`src/rtl/boreal_pkg.sv`:
```
// ============================================================================
// Module      : boreal_pkg
// Description : Shared constants and FSM encoding for the PRIV-region slave.
// Revision    : 1.0 - initial release
// ============================================================================
`default_nettype none

package boreal_pkg;

    localparam logic [31:0] ID_VALUE_DEFAULT = 32'hB0EA_1001;
    localparam logic [3:0]  PRIV_BASE        = 4'h2;
    localparam int          SCRATCH_NUM      = 5;

    localparam logic [4:0] OFF_CTRL     = 5'h00;
    localparam logic [4:0] OFF_SCRATCH0 = 5'h04;
    localparam logic [4:0] OFF_SCRATCH1 = 5'h08;
    localparam logic [4:0] OFF_SCRATCH2 = 5'h0C;
    localparam logic [4:0] OFF_SCRATCH3 = 5'h10;
    localparam logic [4:0] OFF_SCRATCH4 = 5'h14;
    localparam logic [4:0] OFF_VIOL     = 5'h18;
    localparam logic [4:0] OFF_ID       = 5'h1C;

    typedef enum logic [1:0] {
        ST_IDLE = 2'd0,
        ST_WAIT = 2'd1,
        ST_RESP = 2'd2
    } state_t;

endpackage

`default_nettype wire

```
`src/rtl/boreal_priv_slave.sv`:
```
// ============================================================================
// Module      : boreal_priv_slave
// Description : Gate-only privileged register slave with wait states, lock
//               and violation counting.
// Revision    : 1.0 - initial release
// ============================================================================
`default_nettype none

module boreal_priv_slave
    import boreal_pkg::*;
#(
    parameter int unsigned WAIT_CYCLES = 2,
    parameter logic [31:0] ID_VALUE    = ID_VALUE_DEFAULT
) (
    input  logic        clk,
    input  logic        rst_n,
    input  logic        sel,
    input  logic        req,
    input  logic        is_gate,
    input  logic [31:0] addr,
    input  logic        we,
    input  logic [31:0] wdata,
    output logic        ack,
    output logic        err,
    output logic [31:0] rdata,
    output logic        locked
);

    localparam logic [3:0] WAIT_LOAD = (WAIT_CYCLES == 0) ? 4'd0 : 4'(WAIT_CYCLES - 1);

    state_t                         state_q, state_d;
    logic [3:0]                     cnt_q, cnt_d;
    logic [31:0]                    req_addr_q, req_addr_d;
    logic                           req_we_q, req_we_d;
    logic [31:0]                    req_wdata_q, req_wdata_d;
    logic                           req_gate_q, req_gate_d;
    logic [31:0]                    ctrl_q, ctrl_d;
    logic [SCRATCH_NUM-1:0][31:0]   scratch_q, scratch_d;
    logic [7:0]                     viol_q, viol_d;

    logic [4:0]  off;
    logic        bad_range;
    logic        ro_or_locked;
    logic        resp_err;
    logic [31:0] rd_word;

    assign off          = req_addr_q[4:0];
    assign bad_range    = (req_addr_q[1:0] != 2'b00) || (req_addr_q[31:28] != PRIV_BASE)
                          || (req_addr_q[27:5] != 23'd0);
    assign ro_or_locked = req_we_q && ((off == OFF_VIOL) || (off == OFF_ID) || ctrl_q[0]);
    // Precedence is implicit: any of the three causes an error, but only
    // the non-gate case touches VIOL (handled in the commit below).
    assign resp_err     = !req_gate_q || bad_range || ro_or_locked;

    always_comb begin
        rd_word = '0;
        case (off)
            OFF_CTRL:     rd_word = ctrl_q;
            OFF_SCRATCH0: rd_word = scratch_q[0];
            OFF_SCRATCH1: rd_word = scratch_q[1];
            OFF_SCRATCH2: rd_word = scratch_q[2];
            OFF_SCRATCH3: rd_word = scratch_q[3];
            OFF_SCRATCH4: rd_word = scratch_q[4];
            OFF_VIOL:     rd_word = {24'd0, viol_q};
            OFF_ID:       rd_word = ID_VALUE;
            default:      rd_word = '0;
        endcase
    end

    assign ack    = (state_q == ST_RESP);
    assign err    = ack && resp_err;
    assign rdata  = (ack && !resp_err && !req_we_q) ? rd_word : 32'd0;
    assign locked = ctrl_q[0];

    always_comb begin
        state_d     = state_q;
        cnt_d       = cnt_q;
        req_addr_d  = req_addr_q;
        req_we_d    = req_we_q;
        req_wdata_d = req_wdata_q;
        req_gate_d  = req_gate_q;
        ctrl_d      = ctrl_q;
        scratch_d   = scratch_q;
        viol_d      = viol_q;
        case (state_q)
            ST_IDLE: begin
                if (sel && req) begin
                    req_addr_d  = addr;
                    req_we_d    = we;
                    req_wdata_d = wdata;
                    req_gate_d  = is_gate;
                    if (WAIT_CYCLES == 0) begin
                        state_d = ST_RESP;
                    end else begin
                        state_d = ST_WAIT;
                        cnt_d   = WAIT_LOAD;
                    end
                end
            end
            ST_WAIT: begin
                if (cnt_q == 4'd0) begin
                    state_d = ST_RESP;
                end else begin
                    cnt_d = cnt_q - 4'd1;
                end
            end
            ST_RESP: begin
                state_d = ST_IDLE;
                // Side effects land on the edge that closes the ack cycle.
                if (!req_gate_q) begin
                    viol_d = (viol_q == 8'hFF) ? viol_q : viol_q + 8'd1;
                end else if (!resp_err && req_we_q) begin
                    case (off)
                        OFF_CTRL:     ctrl_d = {req_wdata_q[31:1], ctrl_q[0] | req_wdata_q[0]};
                        OFF_SCRATCH0: scratch_d[0] = req_wdata_q;
                        OFF_SCRATCH1: scratch_d[1] = req_wdata_q;
                        OFF_SCRATCH2: scratch_d[2] = req_wdata_q;
                        OFF_SCRATCH3: scratch_d[3] = req_wdata_q;
                        OFF_SCRATCH4: scratch_d[4] = req_wdata_q;
                        default:      ;
                    endcase
                end
            end
            default: state_d = ST_IDLE;
        endcase
    end

    always_ff @(posedge clk or negedge rst_n) begin
        if (!rst_n) begin
            state_q     <= ST_IDLE;
            cnt_q       <= 4'd0;
            req_addr_q  <= '0;
            req_we_q    <= 1'b0;
            req_wdata_q <= '0;
            req_gate_q  <= 1'b0;
            ctrl_q      <= '0;
            scratch_q   <= '0;
            viol_q      <= '0;
        end else begin
            state_q     <= state_d;
            cnt_q       <= cnt_d;
            req_addr_q  <= req_addr_d;
            req_we_q    <= req_we_d;
            req_wdata_q <= req_wdata_d;
            req_gate_q  <= req_gate_d;
            ctrl_q      <= ctrl_d;
            scratch_q   <= scratch_d;
            viol_q      <= viol_d;
        end
    end

endmodule

`default_nettype wire

```
`config.mk`:
```
export PLATFORM = sky130hd
export DESIGN_NAME = boreal_priv_slave
export DESIGN_NICKNAME = d
export VERILOG_FILES = /design/src/rtl/boreal_pkg.sv /design/src/rtl/boreal_priv_slave.sv
export SDC_FILE = /design/constraint.sdc
export NUM_CORES = 1
export LEC_CHECK = 0
export ABC_CLOCK_PERIOD_IN_PS = 2100
export CORE_ASPECT_RATIO = 0.7
export CORE_MARGIN = 2
export CORE_UTILIZATION = 35
export DETAILED_ROUTE_END_ITERATION = 8
export SKIP_CTS_REPAIR_TIMING = 1
export SLEW_MARGIN = 20
export SYNTH_ARGS = -nofsm -noshare
export SYNTH_HDL_FRONTEND = slang
export SYNTH_SLANG_ARGS = --single-unit
```
`constraint.sdc`:
```
create_clock -name clk -period 2.1 [get_ports clk]
set_input_delay 0.315 -clock clk [delete_from_list [all_inputs] [get_ports clk]]
set_output_delay 0.315 -clock clk [all_outputs]
set_load 0.03 [all_outputs]
```
=== Yosys cells after proc, flatten, opt, wreduce, memory -nomap -nowiden ===
Cells that the tools add are included.

* Muxes and demuxes: 8
* Bitwise logic cells: 3
* Reduce and logical (&&, ||, !) cells: 31
* Equal/unequal tests: 14
* $add $sub $neg: 2

{| class="wikitable"
|+ Operator list
! kind !! count
|-
| $pmux 32 s8 || 1
|-
| $mux 32 || 1
|-
| $reduce_and 4->1 || 6
|-
| $reduce_bool 23->1 || 1
|-
| $eq 5x5->1 const B || 4
|-
| $eq 5x4->1 const B || 2
|-
| $add 8x1->8 const B || 1
|-
| $eq 8x8->1 const B || 1
|-
| $mux 4 || 2
|-
| $pmux 4 s2 || 1
|-
| $logic_and 1x1->1 || 6
|-
| $logic_or 1x1->1 || 6
|-
| $ne 2x2->1 const B || 3
|-
| $reduce_and 3->1 || 2
|-
| $eq 5x3->1 const B || 1
|-
| $logic_not 5->1 || 1
|-
| $logic_not 4->1 || 1
|-
| $mux 2 || 2
|-
| $ne 4x2->1 const B || 1
|-
| $pmux 2 s2 || 1
|-
| $reduce_and 2->1 || 2
|-
| $reduce_bool 2->1 || 2
|-
| $sub 4x1->4 const B || 1
|-
| $logic_not 1->1 || 3
|-
| other kinds (5) || 6
|}

* Input bits: 70
* Logic and storage cells: 71
* Flip-flop bits (word level): 272
* Output and inout bits: 35

=== Longest topological paths before layout ===
* Depth after elaboration: 9
* Mapped depth: 7
* Gate-level depth less buffers: 6

=== Worst setup path after synthesis ===
No wires, ideal clock.

* Path type: register -> output
* Start point: register req_addr_q[23]
* End point: output rdata[10]
* Arrival: 2.248 ns
* Buffers on the path: 2
* Slack: -0.463 ns
* Required time: 1.785 ns
* Cell stages (with the launch flop): 7
* Path through: dfrtp_1 > nor4_4 > nand4_4 > or3_1 > clkbuf_1 > clkbuf_1 > a31oi_1

* Cells in the longest elaborated chain, start to end: 8

{| class="wikitable"
|+ Ends and longest elaborated chain
! item !! RTL line !! RTL
|-
| start: declaration || boreal_priv_slave.sv:33 || <nowiki>logic [31:0] req_addr_q, req_addr_d;</nowiki>
|-
| start signal: assignment || boreal_priv_slave.sv:142 || <nowiki>req_addr_q <= req_addr_d;</nowiki>
|-
| $reduce_bool 23->1 || boreal_priv_slave.sv:49 || <nowiki>|| (req_addr_q[27:5] != 23'd0);</nowiki>
|-
| $logic_or 1x1->1 || boreal_priv_slave.sv:49 ||
|-
| $logic_or 1x1->1 (2 in a row) || boreal_priv_slave.sv:53 || <nowiki>assign resp_err = !req_gate_q || bad_range || ro_or_locked;</nowiki>
|-
| $logic_not 1->1 || boreal_priv_slave.sv:72 || <nowiki>assign rdata = (ack && !resp_err && !req_we_q) ? rd_word : 32'd0;</nowiki>
|-
| $logic_and 1x1->1 (2 in a row) || boreal_priv_slave.sv:72 ||
|-
| $mux 32 || boreal_priv_slave.sv:72 ||
|-
| end: declaration || boreal_priv_slave.sv:25 || <nowiki>output logic [31:0] rdata,</nowiki>
|}

Every way passes these cells.

=== Worst setup path after layout ===
* Start point: register req_addr_q[1]
* End point: output rdata[12]

* Cells in the longest elaborated chain, start to end: 9
* Elaborated cells on any way between the ends: 21
* Classes of those cells: eq/ne (7); mux (2); reduce/logical (12)

{| class="wikitable"
|+ Ends and longest elaborated chain
! item !! RTL line
|-
| $eq 5x5->1 or $reduce_bool 2->1 (tied branches) || boreal_priv_slave.sv:50, boreal_priv_slave.sv:57, boreal_priv_slave.sv:48
|-
| $logic_or 1x1->1 (on tied branches) || boreal_priv_slave.sv:50, boreal_priv_slave.sv:48
|-
| $logic_or 1x1->1 (on tied branches) || boreal_priv_slave.sv:50, boreal_priv_slave.sv:49
|-
| $logic_and 1x1->1 or $logic_or 1x1->1 (tied branches) || boreal_priv_slave.sv:50, boreal_priv_slave.sv:53
|-
| $logic_or 1x1->1 || boreal_priv_slave.sv:53
|-
| $logic_not 1->1 || boreal_priv_slave.sv:72
|-
| $logic_and 1x1->1 (2 in a row) || boreal_priv_slave.sv:72
|-
| $mux 32 * || boreal_priv_slave.sv:72
|}

Every way passes the cells marked *; elsewhere a longest branch is shown, timed or not.

==> out/results.tsv <==
metric	value	unit
Core Region	0.0347	mm²
Die Span X	228	µm
Overall Power	15700	µW
Multi-input gate area	0.00605	mm²
area delta synth->final	40.1	%
end of the worst register-to-register path	scratch_q[87]	
R2R setup slack	-0.22	ns
Detailed Route WL	32200	µm
Leak	0.00755	µW
DR iter-0 viols	533	
EDFF count, synth	0	
FP Rows	57	
largest net degree at the start of global routing	74	
initial antenna violation count	0	
Seq cells post-synth	272	
CP arrival	2.51	ns
post-synthesis sequential area ratio	55.4	%
Worst-path clk slew	0.06	ns
clock skew	0.0130	ns
Clock Tree Root	clkbuf_16	
Top cell by count, worst path	buf_12	
Fin. Hold Viols	0	
number of routed nets with antenna violations	0	
Total GRT Usage	16.3	%
Worst setup EP type	primary output	
final period utilization	135	%
initial core utilization	35.5	%
final design utilization	49.7	%
Avg Inst Size Synth	14.4	µm²
CP Class	reg -> out	
Syn Nets	924	
Max Fclk	354	MHz
share of cells above drive strength 1	45.8	%
yosys warns	0	
Final Worst Setup Slack	-0.727	ns
CP Max Fanout	13	
CTS Sinks	272	
Reg area	0.00681	mm²
Mapped Cells	851	
final worst path period need	2.83	ns
pre-CTS setup slack	-0.220	ns
status	complete, but fails checks	
Post-synth ARST share	100	%
Peak supply drop	0.000590	V
Hold WC Path Type	in -> async	
Unique masters post-synth	50	
num ports	105	
Top FF cell, synth	dfrtp_1	
Setup Viol. Count Final	218	
DIE AREA	0.0367	mm²
average wire per standard cell	21.0	µm
P per Cell Area	912	mW/mm²
cts bufs inserted	29	
hold slack	0.246	ns
global-route wire length before repair	47500	µm
# DRC	0	
vias after detailed routing	7785	
largest stage delay on the critical path	0.55	ns
Congestion Overflow GR	0	
clock latency on the worst-skew pair	0.55	ns
Die Ht	161	µm
Max Cap Viol	0	
synthesized cell area	0.0123	mm²
routed vias/inst	5.08	
setup TNS	-48.90	ns
critical path startpoint category	flip-flop	
number of buffers added on ports	104	
Filler cells	2986	
failing checks	setup timing	
Antenna Cells	0	
Final Max Tran Viols	0	
RSZ-0062 raised after global routing	yes	
CTS Buffer Depth	3	
Slew @ Worst Pin	0.567	ns
Worst Path Required	1.78	ns
crit path cell chain	or4_4 -> or3_4 -> buf_12 -> a31oi_4 -> buf_12	
RR Startpoint	req_addr_q[15]	
Final Net Count	1114	
TritonRoute pass-1 iters	5	
worst r2r path cells	8	
Post-DP HPWL	19700	µm
CP max-delay cell	or4_4	
CTS tree	yes	
number of global-route vias before repair	8039	
H-tree depth	1	
Final Wtd Congestion	0.774	
relative slew slack	62.2	%
cells in the final DEF (no fill, tap or decap), types with 5 or more instances in the layout:
master and count:
a22oi_1 53, clkbuf_16 38, clkbuf_8 8, o221ai_1 9, buf_4 56, o2bb2ai_1 7
clkinv_2 6, mux4_2 7, a31oi_4 25, inv_1 5, mux2_1 45, xor2_1 6
buf_6 14, dfrtp_1 271, mux2i_1 8, nor2_4 8, nor2b_1 11, a22o_1 9
buf_12 61, mux2_4 142, mux2_2 82, clkdlybuf4s50_1 69, nor2_1 11, nor4_4 11
clkbuf_1 5, nand2_1 29
where the power goes:
| group | switching, µW | internal [µW] |
|---|---|---|
| Clock | 2110 | 3050 |
| Combinational | 1650 | 1830 |
| Sequential | 1100 | 5970 |
| Total | 4860 | 10800 |
synth_stat cells, drive strengths merged, types with 2 or more instances:
cell type / number / area share (%)
a21oi: 5 / 0.20
a22o: 9 / 0.64
a22oi: 54 / 3.3
a31oi: 25 / 1.3
and2: 3 / 0.15
and3: 3 / 0.15
buf: 27 / 1.6
clkbuf: 30 / 1.0
dfrtp: 272 / 55
ha: 3 / 0.31
inv: 5 / 0.15
mux2: 269 / 26
mux2i: 8 / 0.65
mux4: 7 / 1.3
nand2: 29 / 0.89
nand2b: 4 / 0.20
nand3: 4 / 0.16
nand4: 3 / 0.40
nor2: 21 / 0.64
nor2b: 13 / 0.74
nor3: 5 / 0.20
nor4: 15 / 2.2
nor4b: 2 / 0.39
o221ai: 9 / 0.64
o2bb2ai: 7 / 0.50
xor2: 6 / 0.43
area by class of cell:
cell class / instances / share of cell area [%]
clock buffer: 42 / 4.96
timing repair buffer: 216 / 16.3
sequential: 272 / 39.5
inverter: 5 / 0.109
tap: 472 / 3.43
multi-input combinational: 517 / 35.1
clock inverter: 9 / 0.574
sequential cells by signal (all words and copies together) (netlist names):
name	flops
scratch_q	160
req_wdata_q	32
req_gate_q	1
req_we_q	1
state_q	2
ctrl_q	32
viol_q	8
req_addr_q	32
cnt_q	4
metal layers:
layer / share of wire (%) / track usage (%) / vias to the layer above
met5: 0 / 0 / -
met4: 1.5 / 3.03 / 0
li1: - / - / 3530
met1: 51 / 24.3 / 4073
met2: 44 / 25.0 / 143
met3: 3.9 / 2.81 / 39
cells by family after synthesis:
family                   after synthesis  share of synthesized area (%)
AO/OA/AOI/OAI                        115                           7.05
XOR/XNOR                               7                          0.499
adder cells (fa/ha/maj)                3                          0.305
buffers and inverters                 62                           2.80
flip-flops                           272                           55.4
multiplexers                         284                           27.5
AND/OR/NAND/NOR                      108                           6.46
stage by stage:
step	instance area (µm²)	std cells
global route	17200	1533
global placement	15300	1458
floorplan	12800	851
detailed placement	15300	1458
finish	17200	1533
CTS	16200	1509
how the worst max path moves through the flow:
| stage | end | slack, ns | depth (start not counted) | start |
|---|---|---|---|---|
| after floorplan | rdata[10] | -0.20 | 6 | req_addr_q[9] |
| after global placement | rdata[31] | -0.24 | 5 | req_addr_q[1] |
| after detailed placement | rdata[31] | -0.22 | 5 | req_addr_q[1] |
| after CTS | rdata[31] | -0.82 | 5 | req_addr_q[1] |
| after global routing | rdata[12] | -0.78 | 6 | req_addr_q[16] |
| final | rdata[12] | -0.73 | 5 | req_addr_q[1] |
critical path, delay by kind of cell, from the launching register on:
kind	cells	cell delay (ns)
compound gates	1	0.22
buf+inv	2	0.34
flops	1	0.41
simple gates	2	0.98
Power figures use the tool's default switching activity.
